$ cat config.mk
export PLATFORM = sky130hd
export DESIGN_NAME = window_gen
export DESIGN_NICKNAME = d
export VERILOG_FILES = /design/src/rtl/window_gen.sv
export SDC_FILE = /design/constraint.sdc
export NUM_CORES = 1
export LEC_CHECK = 0
export ABC_AREA = 1
export CAP_MARGIN = 40
export CELL_PAD_IN_SITES_DETAIL_PLACEMENT = 0
export CELL_PAD_IN_SITES_GLOBAL_PLACEMENT = 1
export CORE_AREA = 2 2 251 253
export CTS_BUF_LIST = sky130_fd_sc_hd__clkbuf_4
export DETAILED_ROUTE_END_ITERATION = 8
export DIE_AREA = 0 0 253 255
export DONT_BUFFER_PORTS = 1
export GPL_TIMING_DRIVEN = 0
export MAX_ROUTING_LAYER = met4
export PLACE_DENSITY = 0.67
export SLEW_MARGIN = 15
export SYNTH_ARGS = -nofsm -noshare
export SYNTH_HDL_FRONTEND = slang
export SYNTH_SLANG_ARGS = --single-unit
$ cat constraint.sdc
create_clock -name clk_i -period 2.5 [get_ports clk_i]
set_clock_uncertainty 0.05 [all_clocks]
set_input_delay 0.375 -clock clk_i [delete_from_list [all_inputs] [get_ports clk_i]]
set_output_delay 0.375 -clock clk_i [all_outputs]
set_load 0.05 [all_outputs]
$ cat src/rtl/window_gen.sv
// window_gen: builds 3x3 pixel neighbourhoods from a row-major raster stream using two line buffers.
// Defining WINGEN_FRAME_CHECK_EN adds the sticky truncated-frame flag frame_err_o.
module window_gen #(
  parameter int unsigned IMG_W = 28,
  parameter int unsigned IMG_H = 28,
  parameter int unsigned PIX_W = 8
) (
  input  logic                       clk_i,
  input  logic                       rst_i,
  input  logic [PIX_W-1:0]           pixel_i,
  input  logic                       pixel_valid_i,
  input  logic                       sof_i,
  output logic [2:0][2:0][PIX_W-1:0] window_o,
  output logic                       window_valid_o,
  output logic                       frame_done_o
`ifdef WINGEN_FRAME_CHECK_EN
  ,
  output logic                       frame_err_o
`endif
);

  localparam int unsigned COL_W = $clog2(IMG_W);
  localparam int unsigned ROW_W = $clog2(IMG_H);

  typedef enum logic {IDLE, RUN} state_e;

  state_e                     state_q, state_d;
  logic [COL_W-1:0]           col_q, col_d, cur_col;
  logic [ROW_W-1:0]           row_q, row_d, cur_row;
  logic [2:0][2:0][PIX_W-1:0] window_q, window_d;
  logic                       valid_q, valid_d;
  logic                       done_q, done_d;
  logic                       accept, restart, last_pix;

  logic [PIX_W-1:0] lb0_q [IMG_W];
  logic [PIX_W-1:0] lb1_q [IMG_W];

  // Next-state: a sof pixel always lands at (0,0), whether idle or mid-frame.
  always_comb begin
    state_d  = state_q;
    col_d    = col_q;
    row_d    = row_q;
    window_d = window_q;
    valid_d  = 1'b0;
    done_d   = 1'b0;
    restart  = pixel_valid_i && sof_i;
    accept   = pixel_valid_i && (sof_i || (state_q == RUN));
    cur_col  = restart ? '0 : col_q;
    cur_row  = restart ? '0 : row_q;
    last_pix = (cur_row == ROW_W'(IMG_H - 1)) && (cur_col == COL_W'(IMG_W - 1));

    if (accept) begin
      for (int r = 0; r < 3; r++) begin
        for (int c = 0; c < 2; c++) begin
          window_d[r][c] = window_q[r][c+1];
        end
      end
      window_d[0][2] = lb1_q[cur_col];
      window_d[1][2] = lb0_q[cur_col];
      window_d[2][2] = pixel_i;
      valid_d = (cur_row >= ROW_W'(2)) && (cur_col >= COL_W'(2));
      done_d  = last_pix;

      if (last_pix) begin
        state_d = IDLE;
        col_d   = '0;
        row_d   = '0;
      end else begin
        state_d = RUN;
        if (cur_col == COL_W'(IMG_W - 1)) begin
          col_d = '0;
          row_d = cur_row + ROW_W'(1);
        end else begin
          col_d = cur_col + COL_W'(1);
          row_d = cur_row;
        end
      end
    end
  end

  always_ff @(posedge clk_i) begin
    if (rst_i) begin
      state_q  <= IDLE;
      col_q    <= '0;
      row_q    <= '0;
      window_q <= '0;
      valid_q  <= 1'b0;
      done_q   <= 1'b0;
    end else begin
      state_q  <= state_d;
      col_q    <= col_d;
      row_q    <= row_d;
      window_q <= window_d;
      valid_q  <= valid_d;
      done_q   <= done_d;
    end
  end

  // Line buffers: lb0 holds the previous row, lb1 the row before that.
  always_ff @(posedge clk_i) begin
    if (!rst_i && accept) begin
      lb1_q[cur_col] <= lb0_q[cur_col];
      lb0_q[cur_col] <= pixel_i;
    end
  end

  assign window_o       = window_q;
  assign window_valid_o = valid_q;
  assign frame_done_o   = done_q;

`ifdef WINGEN_FRAME_CHECK_EN
  logic err_q, err_d;

  // A sof arriving mid-frame means the previous frame was cut short.
  always_comb begin
    err_d = err_q;
    if ((state_q == RUN) && restart && ((row_q != '0) || (col_q != '0))) begin
      err_d = 1'b1;
    end
  end

  always_ff @(posedge clk_i) begin
    if (rst_i) begin
      err_q <= 1'b0;
    end else begin
      err_q <= err_d;
    end
  end

  assign frame_err_o = err_q;
`endif

endmodule

==> key figures <==
Critical path
  – CP top delay family: buffers and inverters
  – Worst path slowest cell: dfxtp_1
  – CP Launch Type: flop
  – CP Class: reg2reg
  – CP Buf/Inv Count: 6
  – Cell Chain, Critical Path: clkbuf_4 > inv_1 > nand3_4 > inv_4 > buf_4 > nand2_1 > nand3_1 > nand2_1 > nand2_1 > nand2_1 > nand4_1 > buf_4 > buf_6
  – Worst Path Max Fanout: 16
  – Worst Path Required: 3.25 ns
  – Slowest Stage Delay on Critical Path: 0.30 ns
  – CP dominant cell by count: nand2_1
  – Critical path capture point type: flop
  – Arr. time, crit path: 3.20 ns

Floorplanning
  – I/O pin count: 86
  – Die ar.: 64,520 um^2
  – # rows: 92
  – Die Span Y: 255 um
  – Core area: 62,160 um^2
  – Die W: 253 um
  – Initial Util: 0.3457

Synth
  – Most frequent cells after synthesis: nand2_1, edfxtp_1, nor2_1
  – Largest family of logic cells by synthesized area: simple AND/OR/NAND/NOR gates
  – Async SR Flop Fraction: 0
  – Compound-Gate Fraction of Synth Area: 0.04698
  – Yosys top cell area share: 0.6260
  – XOR/XNOR Fraction of Synth Area: 0.0008151
  – Most frequent cell after synthesis: nand2_1
  – Top_reg_cell synth: edfxtp_1
  – Simple-gate portion of the synthesized area: 0.1897
  – Synth Instances: 1,959
  – Synth Register Bits: 533
  – Post-synth EDFFs: 448
  – Multiplexer area fraction after synthesis: 0
  – Register area share after synthesis: 0.7052
  – Top cells by area, synth: edfxtp_1, nand2_1, dfxtp_1
  – Yosys top cell by area: edfxtp_1
  – Adder-cell share of the synthesized area: 0.001747
  – Mapped Avg Cell Area: 10.97 um^2
  – Warnings, synthesis: 0
  – Mapped Area: 21,490 um^2
  – Net Count, Synth: 1,974
  – Netlist cell types: 35

Job
  – Max Cap Violations: 0

Clocking
  – Num CTS Buffers: 141
  – H-tree levels: 4
  – Clk_lat worst skew: 1.00 ns
  – TritonCTS clock tree: built
  – CTS root buf: clkbuf_4
  – Worst-path clk slew: 0.07 ns
  – Max Root-Sink Buffers: 3
  – Clk sinks: 533

Drt
  – DRC: 0
  – Drt wl/cell: 22.02 um
  – Drt first-iter violations: 1,667
  – First drt pass iteration count: 5
  – Vias per inst: 5.076
  – Vias: 15,840
  – Final WL: 68,710 um
  – Final ANT Viol Nets: 0

Final layout
  – Layout Utilization: 0.4211
  – Fillers: 5,891
  – Layout Nets: 2,229
  – Area of the multi-input gates: 5554 um^2
  – Share of cells above drive strength 1: 0.2020
  – Final instance area: 26,180 um^2
  – Storage element area: 15,160 um^2
  – Synth-to-Final Area Change: 21.80%
  – Finished Layout Cells: 3,121

Timing
  – Minimum hold slack: 0.1213 ns
  – Max Fclk: 0.4079 GHz
  – Hold Violations, Final: 0
  – Crit path time final: 2.451 ns
  – Slew Viols, Final: 0
  – # setup viols final: 0
  – TNS Setup: 0 ns
  – Crit share post-route: 0.9806
  – Worst slew margin: 0.4995
  – Worst Tran Pin Value: 0.7508 ns

Min path
  – Hold Crit Class: in2reg

Power
  – Leak: 0.01014 uW
  – Max IR drop VDD: 0.4065 mV
  – PwrDens: 744.7 nW/um^2

Placement
  – Post-DP HPWL: 43,440 um
  – Placement Cell Area: 23,060 um^2
  – IO Port Bufs: 0
  – Final GP Congestion: 0.8707
  – Cells after DPL: 2,787

Global route
  – Initial antenna violation count: 3
  – GR Overflow Total: 0
  – Vias in the first global route: 15,350
  – GRT Overall Usage: 0.2214
  – First-pass GRT wire length: 99,220 um
  – Largest net degree at the start of global routing: 30

Run status
  – Outcome: finished clean
==> layout make-up <==
| class | instances | area share |
|---|---|---|
| Multi-Input combinational cell | 1132 | 0.2122 |
| Antenna cell | 5 | 0.0004780 |
| Buffer | 102 | 0.02103 |
| Clock buffer | 207 | 0.05937 |
| Timing Repair Buffer | 111 | 0.05206 |
| Clock inverter | 39 | 0.009751 |
| Sequential cell | 533 | 0.5791 |
| Tap cell | 799 | 0.03819 |
| Inverter | 193 | 0.02787 |
==> layout by cell type (no fill, tap or decap), drive strengths merged <==
cell type / netlist / layout
xnor2: 1 / 1
o21ai: 72 / 72
nor3: 2 / 2
clkinv: 0 / 33
bufinv: 0 / 4
buf: 63 / 156
edfxtp: 448 / 448
a221oi: 1 / 1
a21oi: 39 / 39
a22oi: 2 / 2
o2111ai: 1 / 1
o211ai: 52 / 52
a311oi: 1 / 1
o31ai: 1 / 1
inv: 193 / 195
or2: 6 / 6
nand3: 174 / 176
ha: 3 / 3
dfxtp: 85 / 85
a21boi: 1 / 1
nor4: 1 / 1
nor2: 200 / 200
a211oi: 1 / 1
clkbuf: 40 / 249
nand2: 498 / 498
dlygate4sd3: 0 / 15
nand3b: 28 / 28
xor2: 1 / 1
nand4: 45 / 45
diode: 0 / 5
==> worst reg2reg max path: stages (launching register included) <==
cell      delay (ns)
dfxtp_1         0.30
clkbuf_4        0.18
inv_1           0.14
nand3_4         0.18
inv_4           0.16
buf_4           0.23
nand2_1         0.07
nand3_1         0.09
nand2_1         0.06
nand2_1         0.14
nand2_1         0.16
nand4_1         0.13
buf_4           0.17
buf_6           0.19
==> kinds of logic after synthesis <==
kind of cell             after synthesis
flip-flops                           533
AND/OR/NAND/NOR                      954
AO/OA/AOI/OAI                        171
adder cells (fa/ha/maj)                3
XOR/XNOR                               2
buffers and inverters                296
==> layer usage <==
metal,vias up,GRT usage,part of all wire
met5,-,-,0
met4,0,0.1008,0.043
met3,186,0.05878,0.081
met2,725,0.3465,0.47
met1,7649,0.2690,0.41
li1,7282,-,-
==> power by group <==
group,internal [uW],switching (uW)
Combinational,422,991
Sequential,9820,464
Clock,4190,3600
Total,14400,5060
==> state kept, by name, summed over array words and instances (netlist names) <==
signal / count
window_valid_o: 1
state_q: 1
window_o: 72
lb0_q: 224
lb1_q: 224
row_q: 5
col_q: 5
frame_done_o: 1
==> through the flow <==
| step | total power [uW] | worst slack [ns] |
|---|---|---|
| floorplan | 11110 | -0.04684 |
| global placement | 11570 | -2.211 |
| detailed placement | 11620 | -1.026 |
| CTS | 19650 | -0.006988 |
| global route | 20230 | -0.01096 |
| finish | 19490 | 0.04862 |
==> timing repair <==
action / 4_1_cts / 5_1_grt
hold buffers: 22 / 0
pin swaps: 34 / 2
endpoints found under the setup margin: 681 / 390
resized for setup: 86 / 20
endpoints found under the hold margin: 487 / 0
cloned: 2 / 0
setup buffers: 56 / 2
==> final timing paths <==
check / startpoint / end / slack, ns / cells after the start
max: col_q[0] / lb1_q[11][4] / 0.05 / 13
min: pixel_valid_i / col_q[1] / 0.12 / 7
min reg2reg: state_q / state_q / 0.42 / 2
max reg2reg: col_q[0] / lb1_q[11][4] / 0.05 / 13
Power figures use the tool's default switching activity.
